## src/rtl/mem_sram_initiator.sv

```systemverilog
// Valid/ready request adapter onto a 1-cycle-latency byte-strobed SRAM port, with a 2-entry response buffer.
// Optional misaligned-address rejection: define MEM_SRAM_INIT_ALIGN_CHECK_EN.
module mem_sram_initiator #(
  parameter int WIDTH  = 64,
  parameter int ADDR_W = 11
) (
  input  logic                 g_clk,
  input  logic                 g_reset,
  input  logic                 req_valid,
  output logic                 req_ready,
  input  logic                 req_wen,
  input  logic [ADDR_W-1:0]    req_addr,
  input  logic [WIDTH/8-1:0]   req_strb,
  input  logic [WIDTH-1:0]     req_wdata,
  output logic                 rsp_valid,
  input  logic                 rsp_ready,
  output logic [WIDTH-1:0]     rsp_rdata,
  output logic                 rsp_error,
  output logic                 mem_cen,
  output logic [WIDTH/8-1:0]   mem_wstrb,
  output logic [ADDR_W-1:0]    mem_addr,
  output logic [WIDTH-1:0]     mem_wdata,
  input  logic [WIDTH-1:0]     mem_rdata
);
  localparam int SW = WIDTH / 8;

  typedef struct packed {
    logic             err;
    logic [WIDTH-1:0] rdata;
  } rsp_t;

  logic [1:0] count;
  logic       inflight, inf_wen, inf_err;
  logic       wr_ptr, rd_ptr;
  rsp_t       fifo [2];

  logic accept, req_err, bypass, push, pop;
  rsp_t inf_rsp, rsp_sel;

`ifdef MEM_SRAM_INIT_ALIGN_CHECK_EN
  localparam logic [ADDR_W-1:0] ALIGN_MASK = ADDR_W'(SW - 1);
  assign req_err = |(req_addr & ALIGN_MASK);
`else
  assign req_err = 1'b0;
`endif

  // Credit rule: outstanding responses (buffered + in flight) never exceed FIFO depth.
  assign req_ready = !g_reset && (({1'b0, count} + {2'b00, inflight}) < 3'd2);
  assign accept    = req_valid && req_ready;

  assign mem_cen   = accept && !req_err;
  assign mem_wstrb = (mem_cen && req_wen) ? req_strb : '0;
  assign mem_addr  = req_addr;
  assign mem_wdata = req_wdata;

  assign inf_rsp.err   = inf_err;
  assign inf_rsp.rdata = (inf_wen || inf_err) ? '0 : mem_rdata;

  assign rsp_valid = (count != 2'd0) || inflight;
  assign rsp_sel   = (count != 2'd0) ? fifo[rd_ptr] : inf_rsp;
  assign rsp_rdata = rsp_valid ? rsp_sel.rdata : '0;
  assign rsp_error = rsp_valid && rsp_sel.err;

  // SRAM data is only valid for one cycle, so anything not taken via bypass is captured.
  assign bypass = inflight && (count == 2'd0) && rsp_ready;
  assign push   = inflight && !bypass;
  assign pop    = (count != 2'd0) && rsp_ready;

  always_ff @(posedge g_clk or posedge g_reset) begin
    if (g_reset) begin
      inflight <= 1'b0;
      inf_wen  <= 1'b0;
      inf_err  <= 1'b0;
      count    <= 2'd0;
      wr_ptr   <= 1'b0;
      rd_ptr   <= 1'b0;
    end else begin
      assert (!(push && count == 2'd2));
      inflight <= accept;
      if (accept) begin
        inf_wen <= req_wen;
        inf_err <= req_err;
      end
      if (push) wr_ptr <= ~wr_ptr;
      if (pop)  rd_ptr <= ~rd_ptr;
      case ({push, pop})
        2'b10:   count <= count + 2'd1;
        2'b01:   count <= count - 2'd1;
        default: count <= count;
      endcase
    end
  end

  always_ff @(posedge g_clk) begin
    if (push) fifo[wr_ptr] <= inf_rsp;
  end
endmodule

```

## config.mk

```make
export PLATFORM = sky130hd
export DESIGN_NAME = mem_sram_initiator
export DESIGN_NICKNAME = d
export VERILOG_FILES = /design/src/rtl/mem_sram_initiator.sv
export SDC_FILE = /design/constraint.sdc
export NUM_CORES = 1
export LEC_CHECK = 0
export BUFFER_PORTS_ARGS = -buffer_cell sky130_fd_sc_hd__buf_2
export CAP_MARGIN = 20
export CORE_MARGIN = 1
export CORE_UTILIZATION = 43
export CTS_CLUSTER_DIAMETER = 200
export DETAILED_ROUTE_END_ITERATION = 10
export PLACE_DENSITY = 0.81
export SYNTH_ARGS = -nofsm -noshare
export SYNTH_HDL_FRONTEND = slang
export SYNTH_SLANG_ARGS = --single-unit
export TNS_END_PERCENT = 50
```

## constraint.sdc

```tcl
create_clock -name g_clk -period 4.2 [get_ports g_clk]
set_clock_uncertainty 0.2 [all_clocks]
set_input_delay 0.84 -clock g_clk [delete_from_list [all_inputs] [get_ports g_clk]]
set_output_delay 0.84 -clock g_clk [all_outputs]
set_load 0.05 [all_outputs]
```

==> results list, run 1 <==
* Result of the run: finished clean
- Boundary Pins: between 300 and 400
* Critical Path AT: ~2.3 ns
- Area growth from synthesis to final layout: 13.5%
- Top cell type by total area after synthesis: sky130_fd_sc_hd__edfxtp_1
- Number of detailed-route iterations in the first pass: 4
* Total half-perimeter wirelength after legalization and detailed placement: 9.10 mm
- Ys flop type: sky130_fd_sc_hd__edfxtp_1
* GRT overflow: 0
* Pin count of the biggest net entering global routing: 81
- Counting flops with a built-in enable in the synthesized netlist gives between 100 and 150.
- Yosys warning total: 0
* Total GRT Usage: 17.5%
* Area share of the largest cell type after synthesis: ~57%
- For the worst setup path, the data required time is ~3.2 ns.
- For this design, the CTS-stage hold fixing added 0 buffers.
- Post_cts resized: 0
- The final-report max-slew violation count came to 0.
- Iter 0 DRT Violations: approximately 300
- The final layout contains routed wiring with a total length of about 14 mm.
- Final instance area: 7590 µm²
- At the end of the flow the core is filled with cells to about half.
- Startpoint type of the worst setup path: flop
* Number of global-route vias before repair: 4230
* Max cap viols: 0
- Post-Synthesis Cell Area: 6690 µm²
- Prior to clock tree synthesis, the placed netlist has a worst setup slack of about 1.3 ns.
- CTS Root Buffer Type: sky130_fd_sc_hd__clkbuf_16
- Clock buffers created by TritonCTS: 17
* Total number of clock tree sinks: 134
* Critical path class: flop to output port
* Number of hold-slack violations in the final timing report: 0
- Class of the tightest hold or removal check: primary input to async pin
* Initial antenna violation count: 0
- The floorplan step set the die width to ~130 µm.
* Post-DP Area: roughly 7000 µm²
- The first global-routing pass estimated between 20 and 25 mm of wire.
* Final Critical Period: between 3 and 4 ns
- After floorplanning, the core was divided into 45 placement rows.
* Top cells by area in the synthesized netlist: sky130_fd_sc_hd__edfxtp_1 (57%), sky130_fd_sc_hd__mux2i_1 (9.6%), sky130_fd_sc_hd__buf_4 (9.2%), sky130_fd_sc_hd__nand3_1 (4.8%), sky130_fd_sc_hd__nor2b_1 (4.8%)
- Die boundary height: between 100 and 150 µm
- The later pin in the worst-skew pair is clocked with a latency of 0.41 ns.
- Synthesized area divided by synthesized cell count: between 10 and 15 µm²
* Detailed-route via count: between 4000 and 5000
* Slew at the pin closest to its max-slew limit: 0.749 ns
- Routability-driven placement finished with a final weighted congestion of 0.740.
- TritonCTS built the clock tree.
* Buffers from clock root to sink, at most: 2
- Timing would allow up to slightly above 300 MHz.
- During placement, the flow inserted port buffers numbering between 150 and 200.
* Tcrit/Tclk final: between 70% and 80%
- The floorplan step defined a die boundary enclosing around 16000 µm².
- Synthesis handed over a netlist of roughly 530 instances.
- The share of the Yosys chip area taken by registers is approximately three fifths.
* Pwr Density: between 800 and 900 nW/µm²
- Number of fill cells: around 1300
- Core Box Area: roughly 15000 µm²
- Deepest level of the CTS H-tree: 4
- After clock tree synthesis, the clock-pin slew on the worst setup and hold paths is ~0.06 ns.
- Detailed-route vias per instance: 5.20
- STA classifies the critical path endpoint as an output port.
* Leakage dissipation: approximately 3.0 nW
- In this run the post-CTS setup repair buffer count came out at 0.
* Distinct cells, synth: 29
- In this run the worst path has a maximum fanout of 34.
- RSZ-0062 raised after global routing: no
* Routed WL per cell: roughly 17 µm
- Once detail routing completed, the nets flagged for antenna violations numbered 0.
* Fraction of registers with async set or reset after synthesis: 4.48%
- After layout, the worst setup slack is around 0.89 ns.
* Initial core utilization: roughly 44%
* Synthesized net count: ~680
- Slew HR: 50.1%
- 0 antenna diodes ended up in the layout.
* Flip-flop and latch count after synthesis: ~130
- Final net count: around 750
- Depth of the most critical reg-to-reg path: 5
- Share of post-route cells with drive strength above 1: ~33%
* Residual DRC: 0
- Peak VDD IR: approximately 0.52 mV
* Setup violations, final: 0
[per-stage QoR]
stage	hold WS, ns	power, W	std cells	TNS, ns
2_1_floorplan	0.266	0.00442	529	-29.21
3_3_place_gp	0.336	0.00479	767	0
3_5_place_dp	0.354	0.00484	767	0
4_1_cts	0.142	0.00629	799	0
5_1_grt	0.160	0.00650	799	0
6_report	0.154	0.00622	799	0
[cell usage in the layout (no fill, tap or decap)]
| cell | instances |
|---|---|
| sky130_fd_sc_hd__and2_1 | 8 |
| sky130_fd_sc_hd__dfrtp_2 | 2 |
| sky130_fd_sc_hd__nor2b_1 | 51 |
| sky130_fd_sc_hd__xor2_1 | 2 |
| sky130_fd_sc_hd__o21ai_0 | 39 |
| sky130_fd_sc_hd__a21bo_4 | 1 |
| sky130_fd_sc_hd__nor2_1 | 1 |
| sky130_fd_sc_hd__a211oi_2 | 1 |
| sky130_fd_sc_hd__ha_1 | 1 |
| sky130_fd_sc_hd__clkbuf_16 | 17 |
| sky130_fd_sc_hd__dfrtp_1 | 3 |
| sky130_fd_sc_hd__o21ai_1 | 21 |
| sky130_fd_sc_hd__or3_2 | 1 |
| sky130_fd_sc_hd__clkinv_2 | 5 |
| sky130_fd_sc_hd__nor2_4 | 3 |
| sky130_fd_sc_hd__inv_1 | 2 |
| sky130_fd_sc_hd__buf_12 | 1 |
| sky130_fd_sc_hd__bufinv_16 | 3 |
| sky130_fd_sc_hd__and2_4 | 1 |
| sky130_fd_sc_hd__conb_1 | 1 |
| sky130_fd_sc_hd__and2b_1 | 14 |
| sky130_fd_sc_hd__buf_2 | 151 |
| sky130_fd_sc_hd__mux2_4 | 1 |
| sky130_fd_sc_hd__xnor2_1 | 3 |
| sky130_fd_sc_hd__clkinv_4 | 1 |
| sky130_fd_sc_hd__mux2i_1 | 64 |
| sky130_fd_sc_hd__nand3_1 | 64 |
| sky130_fd_sc_hd__dfrtp_4 | 1 |
| sky130_fd_sc_hd__edfxtp_1 | 128 |
| sky130_fd_sc_hd__clkbuf_1 | 3 |
| sky130_fd_sc_hd__and3_2 | 1 |
| sky130_fd_sc_hd__clkinv_1 | 3 |
| sky130_fd_sc_hd__buf_4 | 9 |
| sky130_fd_sc_hd__o21ai_2 | 4 |
[sequential cells by signal, summed over array words and instances (netlist names)]
register  count
fifo        128
count         2
inf_wen       1
inflight      1
rd_ptr        1
wr_ptr        1
[metal layers]
metal / routed length (µm) / global-route usage, % / share of wire (%) / vias to the layer above
met5: 0 / 0 / 0 / -
li1: - / - / - / 1961
met4: 441 / 10.9 / 3.2 / 0
met1: 5640 / 19.6 / 41 / 1989
met3: 843 / 4.93 / 6.1 / 44
met2: 6880 / 29.7 / 50 / 164
[kinds of logic (layout without fill, tap and decap cells)]
kind of cell	Yosys count	count (layout)	share of synthesized area, %
AOI/OAI and AO/OA	66	66	5.44
xor gates and xnor gates	5	5	0.655
adders and majority gates	1	1	0.187
buffers and inverters	113	195	11.6
DFF	134	134	59.7
muxes	65	65	9.80
other	1	1	0.0560
and+or+nand+nor	144	144	12.6
[cell usage after synthesis (4+ instances only)]
master,n
sky130_fd_sc_hd__edfxtp_1,128
sky130_fd_sc_hd__buf_4,82
sky130_fd_sc_hd__mux2i_1,64
sky130_fd_sc_hd__nand3_1,64
sky130_fd_sc_hd__nor2b_1,51
sky130_fd_sc_hd__o21ai_0,39
sky130_fd_sc_hd__o21ai_1,21
sky130_fd_sc_hd__and2b_1,14
sky130_fd_sc_hd__buf_2,11
sky130_fd_sc_hd__clkbuf_1,10
sky130_fd_sc_hd__and2_1,8
sky130_fd_sc_hd__dfrtp_1,6
sky130_fd_sc_hd__buf_6,4
sky130_fd_sc_hd__o21ai_2,4
[critical path: stages, from the launching register on]
cell	delay [ns]
sky130_fd_sc_hd__dfrtp_4	0.83
sky130_fd_sc_hd__buf_12	0.33
sky130_fd_sc_hd__mux2i_1	0.12
sky130_fd_sc_hd__o21ai_0	0.24
sky130_fd_sc_hd__buf_2	0.31
[report_power, final]
part           switching, W  total, W  leakage [nW]  internal, W
Combinational       0.00210   0.00282          1.47     0.000712
Sequential         0.000220   0.00197          1.25      0.00175
Clock              0.000516   0.00144         0.284     0.000921
[final cells by class]
| type | instances | area, µm² | share of cell area [%] |
|---|---|---|---|
| clock buffer | 20 | 437 | 5.75 |
| clock inverter | 12 | 135 | 1.78 |
| inverter | 2 | 7.51 | 0.0989 |
| multi-input combinational | 282 | 1940 | 25.5 |
| sequential | 134 | 4000 | 52.7 |
| tap | 188 | 235 | 3.10 |
| timing repair buffer | 161 | 843 | 11.1 |
[path summary, 6_finish.rpt]
check	endpoint	slack, ns	start
setup / recovery	rsp_rdata[29]	0.89	rd_ptr$_DFFE_PP0P_
hold / removal	inflight$_DFF_PP0_	0.15	g_reset
setup reg to reg	fifo[0][34]$_DFFE_PP_	1.91	count[0]$_DFFE_PP0P_
hold reg to reg	wr_ptr$_DFFE_PP0P_	0.36	wr_ptr$_DFFE_PP0P_
max in group asynchronous	rd_ptr$_DFFE_PP0P_	3.42	g_reset
min in group g_clk	wr_ptr$_DFFE_PP0P_	0.36	wr_ptr$_DFFE_PP0P_
No activity file was read; power rests on OpenSTA's default activity.
==> run 2: changes to the inputs <==
--- a/config.mk
+++ b/config.mk
@@ -5,13 +5,14 @@
 export SDC_FILE = /design/constraint.sdc
 export NUM_CORES = 1
 export LEC_CHECK = 0
+export ABC_AREA = 1
 export BUFFER_PORTS_ARGS = -buffer_cell sky130_fd_sc_hd__buf_2
 export CAP_MARGIN = 20
 export CORE_MARGIN = 1
-export CORE_UTILIZATION = 43
+export CORE_UTILIZATION = 50
 export CTS_CLUSTER_DIAMETER = 200
 export DETAILED_ROUTE_END_ITERATION = 10
-export PLACE_DENSITY = 0.81
+export PLACE_DENSITY = 0.86
 export SYNTH_ARGS = -nofsm -noshare
 export SYNTH_HDL_FRONTEND = slang
 export SYNTH_SLANG_ARGS = --single-unit
==> constraint.sdc (replaced) <==
create_clock -name g_clk -period 3.45 [get_ports g_clk]
set_clock_uncertainty 0.2 [all_clocks]
set_input_delay 0.69 -clock g_clk [delete_from_list [all_inputs] [get_ports g_clk]]
set_output_delay 0.69 -clock g_clk [all_outputs]
set_load 0.05 [all_outputs]
==> results list, run 2 <==
- The worst path in the final design needs a cycle of around 3.1 ns, including I/O delays and setup.
- Initial core utilization: 52.1% (+8.0 points)
- Flip-flop and latch count after synthesis: 134 (unchanged)
- Clock input transition at the sequential cells of the worst setup and hold paths: 0.06 ns (about the same)
* Die boundary height: 126 µm (-0.64%)
* CTS Root Buffer Type: sky130_fd_sc_hd__clkbuf_16
* Boundary Pins: 303 (unchanged)
- Largest Register: fifo
- Tcrit/Tclk final: between 90% and 100%
- Setup violations, final: 0 (unchanged)
- Pint: 0.00430 W (+27%)
- The share of synthesized registers carrying an async set or reset came to 4.48% (unchanged).
- The met2 routing resource usage after global routing is 37.0% (+7.3 points).
- Peak VDD IR: 0.770 mV (+47%)
- First-pass GRT wire length: 24.9 mm (+17%)
- The smallest hold slack came to 0.291 ns (+0.137 ns).
- The largest registers in the layout are fifo (128), count (2).
- Distinct cells, synth: 24 (-17%)
- The setup TNS after final layout is 0 ns (unchanged).
* Final net count: 1037 (+38%)
- Sequential-to-total area share from yosys stat: 52.0% (-7.7 points)
* Synth Instances: 813 (+54%)
- The maximum net fanout on the critical path is 36 (+5.9%).
* Slew at the pin closest to its max-slew limit: 0.722 ns (-0.0269 ns)
- Area growth from synthesis to final layout: 11.1%
* Top cells by area in the synthesized netlist: sky130_fd_sc_hd__edfxtp_1 (50%), sky130_fd_sc_hd__inv_1 (10%), sky130_fd_sc_hd__nand2_1 (10%), sky130_fd_sc_hd__buf_4 (7.4%), sky130_fd_sc_hd__o21ai_2 (6.8%)
* Die area: 15900 µm² (-1.3%)
* Postcts setup bufs: 0 (unchanged)
- Detailed-route vias per instance: 4.88 (-6.2%)
- The global routing stage identified its most utilized layer as met2.
* Clock buffers created by TritonCTS: 17 (unchanged)
- Number of flip-flops under the largest register name: 128 (unchanged)
- The via count of the first global-routing pass was 5122 (+21%).
* Synthesized area divided by synthesized cell count: 9.45 µm² (-25%)
- The maximum buffer depth of the clock tree is 2 (unchanged).
- The worst setup path is captured at an output port.
- Leaving out fill and tap cells, the most frequent cell in the layout is sky130_fd_sc_hd__inv_1.
* Critical Path AT: 2.25 ns (-0.02 ns)
- TritonCTS built the clock tree.
* Cell row count: 44 (-2.2%)
* Highest achievable clock rate: about 320 MHz
- Hold-fix buffer count after cts: 1 (+1)
- Share of total power in the clock network: 20.3% (-2.8 points)
- The share of cells above drive strength 1 is 34.6% (+1.3 points).
- Switching pwr: 0.00440 W (+55%)
- The share of Yosys cell area claimed by the top area cell type came to 50.0% (-7.4 points).
- Max cap viols: 0 (unchanged)
- Worst skew pair latency: 0.41 ns (about the same)
* Number of hold-slack violations in the final timing report: 0 (unchanged)
- The worst hold path belongs to the class flop to flop.
- Post_cts resized: 0 (unchanged)
- Logic pwr share: 54.4% (+9.2 points)
- STA classifies the critical path startpoint as a flop.
- The sum of overflow across all layers after global routing is 0 (unchanged).
- Slew HR: 51.9% (+1.8 points)
- Leaving out fill and tap cells, the most frequent cells in the layout are sky130_fd_sc_hd__inv_1 (209), sky130_fd_sc_hd__nand2_1 (206), sky130_fd_sc_hd__buf_2 (151).
- The final antenna diode count came to 0 (unchanged).
* Ys flop type: sky130_fd_sc_hd__edfxtp_1
- The depth of the CTS H-tree is 4 (unchanged).
- The count of synthesis-stage warnings from yosys came to 0 (unchanged).
* Share of total power in sequential cells: 25.3% (-6.4 points)
* Iter 0 DRT Violations: 277 (-6.4%)
- Broken down by cell family, the worst path's largest delay share belongs to buffers and inverters.
- Detailed-route via count: 5274 (+27%)
- The power density relative to cell area was 1020 nW/µm² (+24%).
* Most common cell in the synthesized netlist: sky130_fd_sc_hd__inv_1
- Switching fraction of total power: 50.6% (+4.9 points)
- The critical path is of the flop to output port type.
- The standard cell core area is 14800 µm² (-2.9%).
- Slowest cell on the critical path: sky130_fd_sc_hd__dfrtp_1
- Number of buffer cells added on primary ports: 151 (unchanged)
- Buffers & Inverters on Critical Path: 2 (unchanged)
* RSZ-0062 raised after global routing: no
- Total half-perimeter wirelength after legalization and detailed placement: 10.4 mm (+14%)
- Pin count of the biggest net entering global routing: 66 (-19%)
* Required time of the critical path: 2.56 ns (-0.60 ns)
- Total GRT Usage: 20.5% (+2.9 points)
- Leakage dissipation: 4.51 nW (+50%)
- The critical path goes through nor2_4, nand2_4, buf_12, o21ai_0, buf_2.
* Routability-driven placement congestion ratio: 0.750 (+1.4%)
* Initial antenna violation count: 0 (unchanged)
- Final-report max-slew violation count: 0 (unchanged)
- Synthesized net count: 966 (+42%)
- Met1 Track Usage GR: 23.4% (+3.8 points)
* Residual DRC: 0 (unchanged)
* Count of flip-flops with a built-in enable after synthesis: 128 (unchanged)
- The netlist area before placement was 7680 µm² (+15%).
* Longest individual stage delay on the worst path: 0.43 ns (-0.40 ns)
* Die extent in x: 126 µm (-0.64%)
- The iteration count of the initial detailed-routing pass is 4 (unchanged).
- Most frequent cells after synthesis: sky130_fd_sc_hd__inv_1 (211), sky130_fd_sc_hd__nand2_1 (206), sky130_fd_sc_hd__edfxtp_1 (128)
- The global routing met3 resource utilization was 4.29% (-0.64 points).
* Antenna-violating nets left: 0 (unchanged)
- Total number of clock tree sinks: 134 (unchanged)
- The run finished with clean final reports.
* Top cell type by total area after synthesis: sky130_fd_sc_hd__edfxtp_1
- Post-Route WL: 15.7 mm (+14%)
* Number of fill cells: 1256 (-6.5%)
- Routed WL per cell: 14.6 µm (-16%)
[run 2: cell type report]
cell class	instances	area [µm²]	area share, %
Clock buffer	18	429	5.03
Clock inverter	14	149	1.75
Inverter	213	802	9.40
Multi-Input combinational cell	357	2030	23.8
Sequential cell	134	4000	46.8
Tap cell	184	230	2.70
Timing Repair Buffer	161	896	10.5
[run 2: worst paths after layout]
path                                         endpoint  slack [ns]                  from  depth (start not counted)
worst min register to register    inf_wen$_DFFE_PP0P_        0.29   inf_wen$_DFFE_PP0P_                          2
worst max register to register  fifo[1][28]$_DFFE_PP_        1.56  count[0]$_DFFE_PP0P_                          5
min in group asynchronous          wr_ptr$_DFFE_PP0P_        0.57               g_reset                          3
worst max-delay path                     rsp_rdata[0]        0.31  count[1]$_DFFE_PP0P_                          5
max in group asynchronous          rd_ptr$_DFFE_PP0P_        2.24               g_reset                          3
worst min-delay path              inf_wen$_DFFE_PP0P_        0.29   inf_wen$_DFFE_PP0P_                          2
[run 2: cells by family after synthesis]
group	synth area share [%]
xor gates and xnor gates	0.114
and+or+nand+nor	18.8
adders and majority gates	0.163
AOI/OAI and AO/OA	7.17
buffers and inverters	21.7
DFF	52.0
other	0.0488
[run 2: layer usage]
| metal | part of all wire [%] | vias to the layer above | routed length (µm) |
|---|---|---|---|
| li1 | - | 2577 | - |
| met1 | 39 | 2479 | 6090 |
| met2 | 54 | 179 | 8460 |
| met3 | 5.3 | 39 | 834 |
| met4 | 2.3 | 0 | 361 |
| met5 | 0 | - | 0 |
[run 2: worst reg2reg max path: stages, from the launching register on]
cell and delay [ns]:
sky130_fd_sc_hd__dfrtp_1 0.45, sky130_fd_sc_hd__nor2_4 0.09, sky130_fd_sc_hd__nand2_1 0.09, sky130_fd_sc_hd__nand2_1 0.12
sky130_fd_sc_hd__nor2_4 0.12, sky130_fd_sc_hd__buf_4 0.44
[run 2: through the flow]
step	utilization (%)	instances	setup WS [ns]	area, µm²	power [W]
floorplan	-	813	0.312	7680	0.00636
global placement	53.8	1048	0.795	7940	0.00690
detailed placement	53.8	1048	0.756	7940	0.00699
CTS	57.8	1081	0.296	8530	0.00877
global route	57.8	1081	0.173	8530	0.00913
finish	57.8	1081	0.313	8530	0.00870
[run 2: power by group through the flow]
stage / registers [W] / clock network [W] / logic (W)
3_5_place_dp: 0.00224 / 0 / 0.00475
2_1_floorplan: 0.00223 / 0 / 0.00413
5_1_grt: 0.00223 / 0.00187 / 0.00504
3_3_place_gp: 0.00223 / 0 / 0.00468
4_1_cts: 0.00221 / 0.00179 / 0.00478
6_report: 0.00221 / 0.00176 / 0.00473
==> run 3: changes to the inputs <==
--- a/config.mk
+++ b/config.mk
@@ -10,7 +10,7 @@
 export CAP_MARGIN = 20
 export CORE_MARGIN = 1
 export CORE_UTILIZATION = 50
-export CTS_CLUSTER_DIAMETER = 200
+export CTS_CLUSTER_DIAMETER = 80
 export DETAILED_ROUTE_END_ITERATION = 10
 export PLACE_DENSITY = 0.86
 export SYNTH_ARGS = -nofsm -noshare
==> constraint.sdc (replaced) <==
create_clock -name g_clk -period 3.45 [get_ports g_clk]
set_clock_uncertainty 0.2 [all_clocks]
set_input_delay 0.1725 -clock g_clk [delete_from_list [all_inputs] [get_ports g_clk]]
set_output_delay 0.1725 -clock g_clk [all_outputs]
set_load 0.05 [all_outputs]
==> results list, run 3 (synthesized netlist as in run 2, its figures left out) <==
* CTS Root Buffer Type: sky130_fd_sc_hd__clkbuf_16
* Initial core utilization: 52.1% (unchanged)
- The placed instance area was 7900 µm² (-0.50%).
- The number of max-cap violations was 0 (unchanged).
- The count of buffers inserted at the top-level ports came to 151 (unchanged).
- The final cell area excluding filler cells is 9230 µm² (+8.1%).
- The number of buffers and inverters on the critical path came to 3 (+1).
- The iteration count of the initial detailed-routing pass came to 4 (unchanged).
- The maximum buffer depth of the clock tree came to 2 (unchanged).
* Endpoint of the most critical register-to-register path: fifo[0][45]$_DFFE_PP_
- The slowest stage of the critical path belongs to the cell sky130_fd_sc_hd__buf_4.
- The minimum clock period after layout is 2.65 ns (-0.491 ns).
- Endpoint of the worst setup timing path: rsp_rdata[62]
* Startpoint type of the worst setup path: flop
- The number of stages on the worst setup path came to 5 (unchanged).
- Tcrit/Tclk final: 76.7% (-14 points)
- Slew at the pin closest to its max-slew limit: 0.730 ns (+0.00792 ns)
- The data arrival time at the worst-slack endpoint is 2.27 ns (+0.02 ns).
* Total Negative Setup Slacks: 0 ns (unchanged)
- The post-detailed-route wirelength per cell came to 15.0 µm (+3.0%).
- The remaining antenna violation count was 0 (unchanged).
- The data required time of the critical path is 3.08 ns (+0.52 ns).
- Post_cts resized: 0 (unchanged)
* Core Box Area: 14800 µm² (unchanged)
- Cell row count: 44 (unchanged)
- N_diodes: 0 (unchanged)
- The share of cells above drive strength 1 came to 31.8% (-2.8 points).
- Class of the tightest hold or removal check: primary input to async pin
- Final net count: 1103 (+6.4%)
- Deepest level of the CTS H-tree: 4 (unchanged)
* Launch instance of the worst register-to-register path: count[0]$_DFFE_PP0P_
- First-pass GRT wire length: 27.6 mm (+11%)
- Critical path class: flop to output port
* Depth of the most critical reg-to-reg path: 5 (unchanged)
* Slew HR: 51.3% (-0.60 points)
- Worst-case setup slack after placement: 1.02 ns (+0.261 ns)
- The detailed router's first-iteration violation count was 322 (+16%).
- Leaving out fill and tap cells, the most frequent cell in the layout is sky130_fd_sc_hd__inv_1.
* Total half-perimeter wirelength after legalization and detailed placement: 10.2 mm (-1.6%)
- Number of global-route vias before repair: 5842 (+14%)
- The die span in x came to 126 µm (unchanged).
- The power density relative to cell area came to 964 nW/µm² (-5.5%).
* Crit. Startpoint: inf_wen$_DFFE_PP0P_
* Result of the run: finished clean
- The count of boundary I/O pins was 303 (unchanged).
* Leakage dissipation: 4.79 nW (+6.4%)
- Largest Register: fifo
* Post-Route WL: 17.2 mm (+9.3%)
* Clock tree from TritonCTS: yes
- Total GRT Usage: 22.6% (+2.1 points)
- The number of sinks handled by clock tree synthesis came to 134 (unchanged).
- The last weighted congestion value of the routability-driven placer was 0.729 (-2.9%).
- Largest registers: fifo (128), count (2)
- Walking the worst path, the cells encountered are inv_2, buf_4, nand2_1, o21ai_2, buf_2.
- Pin count of the biggest net entering global routing: 66 (unchanged)
- The register-to-register setup slack is 1.23 ns (-0.33 ns).
- The maximum frequency from static timing analysis is 378 MHz (+19%).
- Setup violations, final: 0 (unchanged)
* Longest individual stage delay on the worst path: 0.43 ns (about the same)
* Worst hold slack across all endpoints: 0.0594 ns (-0.231 ns)
- The insertion delay of the later-clocked pin in the worst-skew pair was 0.41 ns (about the same).
- Family of cells with the greatest summed delay on the critical path: buffers and inverters
- The vias after detailed routing was 5587 (+5.9%).
- Setup repair after global routing left no endpoint under its margin.
- Leading cell types in the layout, fill and taps excluded: sky130_fd_sc_hd__inv_1 (209), sky130_fd_sc_hd__nand2_1 (206), sky130_fd_sc_hd__buf_2 (151)
- The flip-flop count of the largest register after layout is 128 (unchanged).
* Number of hold-slack violations in the final timing report: 0 (unchanged)
* Crit path setup slack, layout: 0.804 ns (+0.491 ns)
* Initial antenna violation count: 0 (unchanged)
* Clock input transition at the sequential cells of the worst setup and hold paths: 0.06 ns (about the same)
- The worst vdd rail ir drop came to 0.673 mV (-13%).
- Die boundary height: 126 µm (unchanged)
* CP endpoint kind: output port
- The number of DRC violations after detailed routing was 0 (unchanged).
- Detailed-route vias per instance: 4.87 (-0.16%)
- Area growth from synthesis to final layout: 20.1%
- The post-layout utilization of the core is 62.5% (+4.7 points).
- Die area: 15900 µm² (unchanged)
- Final-report max-slew violation count: 0 (unchanged)
- GRT overflow: 0 (unchanged)
* CP max FO: 33 (-8.3%)
* Clock buffers created by TritonCTS: 17 (unchanged)
-- run 3: tightest hold or removal path, cell delays in order --
cell	delay, ns
sky130_fd_sc_hd__dlygate4sd3_1	0.55
sky130_fd_sc_hd__buf_2	0.13
sky130_fd_sc_hd__inv_1	0.19
-- run 3: layer usage --
layer | vias to the layer above | GRT usage (%) | wire (µm)
li1 | 2698 | - | -
met1 | 2580 | 23.6 | 6240
met2 | 235 | 41.0 | 9110
met3 | 74 | 4.42 | 996
met4 | 0 | 14.9 | 866
met5 | - | 0 | 0
-- run 3: worst min path at each step --
| stage | end | from |
|---|---|---|
| floorplan | count[0]$_DFFE_PP0P_ | g_reset |
| global placement | count[1]$_DFFE_PP0P_ | g_reset |
| detailed placement | count[1]$_DFFE_PP0P_ | g_reset |
| CTS | count[1]$_DFFE_PP0P_ | g_reset |
| global route | count[0]$_DFFE_PP0P_ | g_reset |
| finish | count[0]$_DFFE_PP0P_ | g_reset |
-- run 3: timing repair --
item / 4_1_cts / 5_1_grt
setup buffers: 0 / 0
hold endpoints to repair: 138 / 0
hold buffers: 68 / 0
-- run 3: cell type report --
cell class | count | area, µm²
Fill cell | 1123 | 5530
Sequential cell | 134 | 4000
Multi-Input combinational cell | 357 | 2030
Timing Repair Buffer | 227 | 1550
Inverter | 213 | 802
Clock buffer | 19 | 433
Tap cell | 184 | 230
Clock inverter | 13 | 181
-- run 3: where the power goes --
part | switching (W) | internal [W]
registers | 0.0000725 | 0.00213
clock network | 0.000667 | 0.00121
logic | 0.00368 | 0.00114
-- run 3: stage by stage --
step / total power [W] / std cells
2_1_floorplan: 0.00636 / 813
3_3_place_gp: 0.00687 / 1046
3_5_place_dp: 0.00697 / 1046
4_1_cts: 0.00892 / 1146
5_1_grt: 0.00933 / 1147
6_report: 0.00889 / 1147
